`src/rtl/elevator_call_scheduler_pkg.sv`:
```
// Shared encodings for the elevator call scheduler: service states,
// direction values and the floor-pick search modes.
package elevator_call_scheduler_pkg;

  typedef enum logic [1:0] {
    ST_IDLE = 2'd0,
    ST_UP   = 2'd1,
    ST_DOWN = 2'd2
  } state_t;

  localparam logic DIR_UP   = 1'b1;
  localparam logic DIR_DOWN = 1'b0;

  localparam logic [1:0] PICK_LOW_ABOVE  = 2'd0;
  localparam logic [1:0] PICK_HIGH_ABOVE = 2'd1;
  localparam logic [1:0] PICK_HIGH_BELOW = 2'd2;
  localparam logic [1:0] PICK_LOW_BELOW  = 2'd3;

endpackage

```
`src/rtl/elevator_call_scheduler_floor_pick.sv`:
```
// Finds the lowest or highest requested floor strictly above or strictly
// below the car's current level.
module elevator_floor_pick
  import elevator_call_scheduler_pkg::*;
#(
  parameter int FLOORS  = 8,
  parameter int LEVEL_W = 3
) (
  input  logic [FLOORS-1:0]  req,
  input  logic [LEVEL_W-1:0] level,
  input  logic [1:0]         mode,
  output logic               found,
  output logic [LEVEL_W-1:0] floor
);

  logic want_low;
  logic want_above;

  assign want_low   = (mode == PICK_LOW_ABOVE) || (mode == PICK_LOW_BELOW);
  assign want_above = (mode == PICK_LOW_ABOVE) || (mode == PICK_HIGH_ABOVE);

  // The last hit in scan order wins, so "lowest" scans from the top down.
  always_comb begin
    int  f;
    logic cand;
    found = 1'b0;
    floor = '0;
    f     = 0;
    cand  = 1'b0;
    for (int i = 0; i < FLOORS; i++) begin
      f    = want_low ? (FLOORS - 1 - i) : i;
      cand = req[f] && (want_above ? (LEVEL_W'(f) > level) : (LEVEL_W'(f) < level));
      if (cand) begin
        found = 1'b1;
        floor = LEVEL_W'(f);
      end
    end
  end

endmodule

```
`src/rtl/elevator_call_scheduler.sv`:
```
// Collective-selective call scheduler: latches cabin and hall calls, picks the
// next stop from the car level and service direction, clears served calls.
module elevator_call_scheduler
  import elevator_call_scheduler_pkg::*;
#(
  parameter int FLOORS  = 8,
  parameter int LEVEL_W = 3
) (
  input  logic               clk,
  input  logic               reset,
  input  logic [FLOORS-1:0]  btn_in,
  input  logic [FLOORS-2:0]  btn_up_out,
  input  logic [FLOORS-1:1]  btn_down_out,
  input  logic [LEVEL_W-1:0] level,
  input  logic               moving,
  input  logic               serve,
  output logic [LEVEL_W-1:0] target,
  output logic               target_valid,
  output logic               direction,
  output logic [1:0]         state,
  output logic [FLOORS-1:0]  pend_in,
  output logic [FLOORS-2:0]  pend_up,
  output logic [FLOORS-1:1]  pend_down
);

  logic [FLOORS-1:0]  pend_in_p0;
  logic [FLOORS-2:0]  pend_up_p0;
  logic [FLOORS-1:1]  pend_down_p0;

  logic [FLOORS-1:0]  up_full, down_full, any_req, here_sel;
  logic [FLOORS-1:0]  req_up_dir, req_down_dir;
  logic [FLOORS-1:0]  clr_in, clr_up, clr_down;
  logic               any_above, any_below, any_here;
  logic [LEVEL_W-1:0] near_above, near_below, dist_up, dist_dn;

  logic               la_found, ha_found, hb_found, lb_found;
  logic [LEVEL_W-1:0] la_floor, ha_floor, hb_floor, lb_floor;

  state_t             st_p1, st_nx;
  logic               dir_p1, dir_nx;
  logic [LEVEL_W-1:0] target_p1, tgt_nx;
  logic               vld_p1, vld_nx;

  // Hall vectors widened to one bit per floor; the missing end calls read as 0.
  assign up_full      = {1'b0, pend_up_p0};
  assign down_full    = {pend_down_p0, 1'b0};
  assign any_req      = pend_in_p0 | up_full | down_full;
  assign req_up_dir   = pend_in_p0 | up_full;
  assign req_down_dir = pend_in_p0 | down_full;

  always_comb begin
    any_above  = 1'b0;
    any_below  = 1'b0;
    any_here   = 1'b0;
    near_above = '0;
    near_below = '0;
    here_sel   = '0;
    for (int f = FLOORS - 1; f >= 0; f--) begin
      if (any_req[f] && (LEVEL_W'(f) > level)) begin
        any_above  = 1'b1;
        near_above = LEVEL_W'(f);
      end
    end
    for (int f = 0; f < FLOORS; f++) begin
      if (any_req[f] && (LEVEL_W'(f) < level)) begin
        any_below  = 1'b1;
        near_below = LEVEL_W'(f);
      end
      if (LEVEL_W'(f) == level) begin
        here_sel[f] = 1'b1;
        if (any_req[f]) any_here = 1'b1;
      end
    end
  end

  assign dist_up = near_above - level;
  assign dist_dn = level - near_below;

  // A hall call against the travel direction stays lit unless this is the last
  // stop in that direction.
  always_comb begin
    clr_in   = '0;
    clr_up   = '0;
    clr_down = '0;
    if (serve) begin
      case (st_p1)
        ST_UP: begin
          clr_in   = here_sel;
          clr_up   = here_sel;
          clr_down = any_above ? '0 : here_sel;
        end
        ST_DOWN: begin
          clr_in   = here_sel;
          clr_down = here_sel;
          clr_up   = any_below ? '0 : here_sel;
        end
        default: begin
          clr_in   = here_sel;
          clr_up   = here_sel;
          clr_down = here_sel;
        end
      endcase
    end
  end

  // Stage 0: pending request lamps.
  always_ff @(posedge clk) begin
    if (reset) begin
      pend_in_p0   <= '0;
      pend_up_p0   <= '0;
      pend_down_p0 <= '0;
    end else begin
      pend_in_p0   <= (pend_in_p0 | btn_in) & ~clr_in;
      pend_up_p0   <= (pend_up_p0 | btn_up_out) & ~clr_up[FLOORS-2:0];
      pend_down_p0 <= (pend_down_p0 | btn_down_out) & ~clr_down[FLOORS-1:1];
    end
  end

  elevator_floor_pick #(.FLOORS(FLOORS), .LEVEL_W(LEVEL_W)) u_pick_la (
    .req(req_up_dir), .level(level), .mode(PICK_LOW_ABOVE),
    .found(la_found), .floor(la_floor)
  );

  elevator_floor_pick #(.FLOORS(FLOORS), .LEVEL_W(LEVEL_W)) u_pick_ha (
    .req(down_full), .level(level), .mode(PICK_HIGH_ABOVE),
    .found(ha_found), .floor(ha_floor)
  );

  elevator_floor_pick #(.FLOORS(FLOORS), .LEVEL_W(LEVEL_W)) u_pick_hb (
    .req(req_down_dir), .level(level), .mode(PICK_HIGH_BELOW),
    .found(hb_found), .floor(hb_floor)
  );

  elevator_floor_pick #(.FLOORS(FLOORS), .LEVEL_W(LEVEL_W)) u_pick_lb (
    .req(up_full), .level(level), .mode(PICK_LOW_BELOW),
    .found(lb_found), .floor(lb_floor)
  );

  // Direction may only change while the car is stopped; ties from IDLE go up.
  always_comb begin
    st_nx = st_p1;
    if (!moving) begin
      case (st_p1)
        ST_IDLE: begin
          if (any_above && (!any_below || (dist_up <= dist_dn))) st_nx = ST_UP;
          else if (any_below)                                     st_nx = ST_DOWN;
        end
        ST_UP:   if (!any_above) st_nx = any_below ? ST_DOWN : ST_IDLE;
        ST_DOWN: if (!any_below) st_nx = any_above ? ST_UP : ST_IDLE;
        default: st_nx = ST_IDLE;
      endcase
    end
  end

  always_comb begin
    tgt_nx = target_p1;
    vld_nx = 1'b0;
    dir_nx = dir_p1;
    case (st_nx)
      ST_UP: begin
        dir_nx = DIR_UP;
        if (la_found) begin
          tgt_nx = la_floor;
          vld_nx = 1'b1;
        end else if (ha_found) begin
          tgt_nx = ha_floor;
          vld_nx = 1'b1;
        end
      end
      ST_DOWN: begin
        dir_nx = DIR_DOWN;
        if (hb_found) begin
          tgt_nx = hb_floor;
          vld_nx = 1'b1;
        end else if (lb_found) begin
          tgt_nx = lb_floor;
          vld_nx = 1'b1;
        end
      end
      default: begin
        if (any_here) begin
          tgt_nx = level;
          vld_nx = 1'b1;
        end
      end
    endcase
  end

  // Stage 1: service state, direction and target.
  always_ff @(posedge clk) begin
    if (reset) begin
      st_p1     <= ST_IDLE;
      dir_p1    <= DIR_UP;
      target_p1 <= '0;
      vld_p1    <= 1'b0;
    end else begin
      st_p1     <= st_nx;
      dir_p1    <= dir_nx;
      target_p1 <= tgt_nx;
      vld_p1    <= vld_nx;
    end
  end

  assign target       = target_p1;
  assign target_valid = vld_p1;
  assign direction    = dir_p1;
  assign state        = st_p1;
  assign pend_in      = pend_in_p0;
  assign pend_up      = pend_up_p0;
  assign pend_down    = pend_down_p0;

endmodule
```
`config.mk`:
```
export PLATFORM = sky130hd
export DESIGN_NAME = elevator_call_scheduler
export DESIGN_NICKNAME = d
export VERILOG_FILES = /design/src/rtl/elevator_call_scheduler_pkg.sv /design/src/rtl/elevator_call_scheduler_floor_pick.sv /design/src/rtl/elevator_call_scheduler.sv
export SDC_FILE = /design/constraint.sdc
export NUM_CORES = 1
export LEC_CHECK = 0
export CAP_MARGIN = 20
export CORE_ASPECT_RATIO = 1.75
export CORE_MARGIN = 3
export CORE_UTILIZATION = 50
export CTS_BUF_LIST = sky130_fd_sc_hd__clkbuf_2
export CTS_CLUSTER_DIAMETER = 100
export DETAILED_ROUTE_END_ITERATION = 8
export DONT_BUFFER_PORTS = 1
export PLACE_DENSITY = 0.73
export SYNTH_ARGS = -nofsm -noshare
export SYNTH_HDL_FRONTEND = slang
export SYNTH_SLANG_ARGS = --single-unit
```
`constraint.sdc`:
```
create_clock -name clk -period 15.1 [get_ports clk]
set_input_delay 2.265 -clock clk [delete_from_list [all_inputs] [get_ports clk]]
set_output_delay 2.265 -clock clk [all_outputs]
set_load 0.05 [all_outputs]
```
==> results.md <==
- Status: complete, no violations
- Synth Area in Simple Gates: 28.2%
- Crit path capture type: register
- Kind of critical path: primary input to register
- Synth top cells by count: nor2_1, dfxtp_1, nand2_1, nor3_1
- N_diodes: 0
- Die Y: 92.9 um
- Synth Area in Adders: 6.38%
- Post-CTS Setup Inserts: 0
- Drc violations: 0
- Critical Path RT: 15.40 ns
- CP Launch Type: primary input
- Slew @ Worst Pin: 0.740 ns
- Die area: 5170 sq um
- Register area share after synthesis: 26.9%
- Max Fclk: 165 MHz
- Worst skew pair latency: 0.39 ns
- Ys async rst share: 0%
- Critical-path maximum fanout: 24
- CTS Buf Count: 5
- Area grow syn2layout: 2.03%
- Final Critical Period: 6.08 ns
- TNS Setup: 0 ns
- Core Area: 4150 sq um
- Iter 0 DRT Violations: 164
- Ys flop type: dfxtp_1
- Initial Util: 52.0%
- Syn_area_per_cell: 7.65 sq um
- Antenna violations before repair: 0
- Final Cycle Share: 40.3%
- # rows: 31
- Die Span X: 55.7 um
- Vias: 2206
- Max-Cap Viols: 0
- Total GRT Usage: 25.1%
- Routed Antenna Nets: 0
- Unrepaired setup endpoints after global routing: false
- Vias/cell: 6.73
- Global placer's final weighted congestion: 1.01
- Final nets: 316
- Number of global-route vias before repair: 2032
- CTS tree: yes
- Max Buffers Root-to-Sink: 2
- CTS HTree Levels: 2
- Area leader, netlist: dfxtp_1
- Largest net degree at the start of global routing: 37
- Clk sink count: 29
- First-pass GRT wire length: 10200 um
- Synth area leaders: dfxtp_1, nor2_1, a211oi_1
- Fraction of layout cells with a size suffix above 1: 8.24%
- Number of library cell types mapped by synthesis: 65
- Hold-fix buffers at CTS: 0
- Compound-Gate Fraction of Synth Area: 30.9%
- Slew Viols, Final: 0
- Combinational family with the most area after synthesis: compound AO/OA/AOI/OAI gates
- Worst vdd ir: 89.4 uV
- CTS clk-pin slew, worst paths: 0.19 ns
- Top-count cell post-synth: nor2_1
- Total global routing overflow: 0
- IO Count: 58
- Netlist Area Pre-Place: 2160 sq um
- Area share of the largest cell type after synthesis: 26.9%
- Slew HR: 50.6%
- Worst path arrival time: 6.38 ns
- PwrDens: 153 nW/um^2
- Root buf cell: clkbuf_2
- Setup-failing EPs final: 0
- DP HPWL: 4930 um
- Synthesized Nets: 320
- WL final: 6410 um
- Post-synthesis mux area share: 0.928%
- Drt wl/cell: 19.5 um
- Clock Skew: 0.0254 ns
- LEAKAGE: 0.834 nW
- Final Hold Viols: 0
- Pre-antenna DRT Iters: 6
- Number of port buffers: 0
- Post-synth EDFFs: 0
- Yosys warning count: 0
- PostCTS Resize Cnt: 0
- Xor-xnor portion of the synthesized cell area: 1.62%
- Mapped Cells: 282
- Worst hold path class: register to register
- Overall power: 0.336 mW
- Register bit total from synthesis: 29
## stage by stage
stage / setup WS, ns / utilization, % / std cells / area [sq um] / hold WS, ns
3_5_place_dp: 8.61 / 52.0 / 320 / 2160 / 0.738
5_1_grt: 8.72 / 53.0 / 328 / 2200 / 0.787
6_report: 9.02 / 53.0 / 328 / 2200 / 0.763
4_1_cts: 9.02 / 53.0 / 328 / 2200 / 0.765
3_3_place_gp: 8.69 / 52.0 / 320 / 2160 / 0.732
2_1_floorplan: 8.53 / - / 282 / 2160 / 0.712
## state kept, by name, indices dropped and copies added (netlist names)
register	cells
direction	1
pend_up	7
pend_in	8
target	3
pend_down	7
target_valid	1
state	2
## critical path, cell delays in order
cell,delay (ns)
and3_1,0.21
a211o_1,0.31
or3_1,0.41
a31oi_1,0.24
fa_1,0.46
ha_1,0.32
nor2b_1,0.13
o21ai_0,0.13
a32oi_1,0.14
a21oi_1,0.18
o32ai_1,0.11
a22oi_1,0.31
inv_1,0.08
ha_1,0.25
or2_2,0.32
o221ai_2,0.31
nand3b_1,0.12
o41ai_1,0.09
## area by class of cell
| type | count | area (sq um) |
|---|---|---|
| sequential | 29 | 581 |
| tap | 49 | 61.3 |
| fill | 430 | 1950 |
| clock buffer | 5 | 25.0 |
| multi-input combinational | 229 | 1470 |
| inverter | 13 | 48.8 |
| clock inverter | 3 | 17.5 |
## metal layers
layer	global-route usage [%]	wire length (um)	up-vias
met5	0	0	-
met4	11.0	199	0
met3	6.97	454	23
met2	46.7	3450	123
met1	25.4	2300	1015
li1	-	-	1045
## final timing paths
| path | from | endpoint | slack (ns) | cells after the start |
|---|---|---|---|---|
| hold reg to reg | target[1] | target[1] | 0.76 | 2 |
| setup / recovery | level[0] | target[2] | 9.02 | 18 |
| setup reg to reg | pend_up[6] | target[2] | 10.00 | 18 |
| hold / removal | target[1] | target[1] | 0.76 | 2 |
## cell families after synthesis
group,Yosys count
DFF,29
AOI/OAI and AO/OA,89
muxes,2
xor gates and xnor gates,4
buffers and inverters,24
and+or+nand+nor,124
adders and majority gates,10
## layout by cell type, fill, tap and decap left out, drive strengths merged, types with 7 or more instances in the layout
master,count
nor2,55
dfxtp,29
nor3,17
nand2,17
o21ai,16
a211oi,15
a21oi,14
inv,13
ha,7
## power breakdown
group,switching [mW],total [mW],leakage (nW),internal (mW)
logic,0.0837,0.147,0.563,0.0634
registers,0.0583,0.147,0.242,0.0890
clock network,0.0311,0.0419,0.0287,0.0108
No activity file was read; power rests on OpenSTA's default activity.
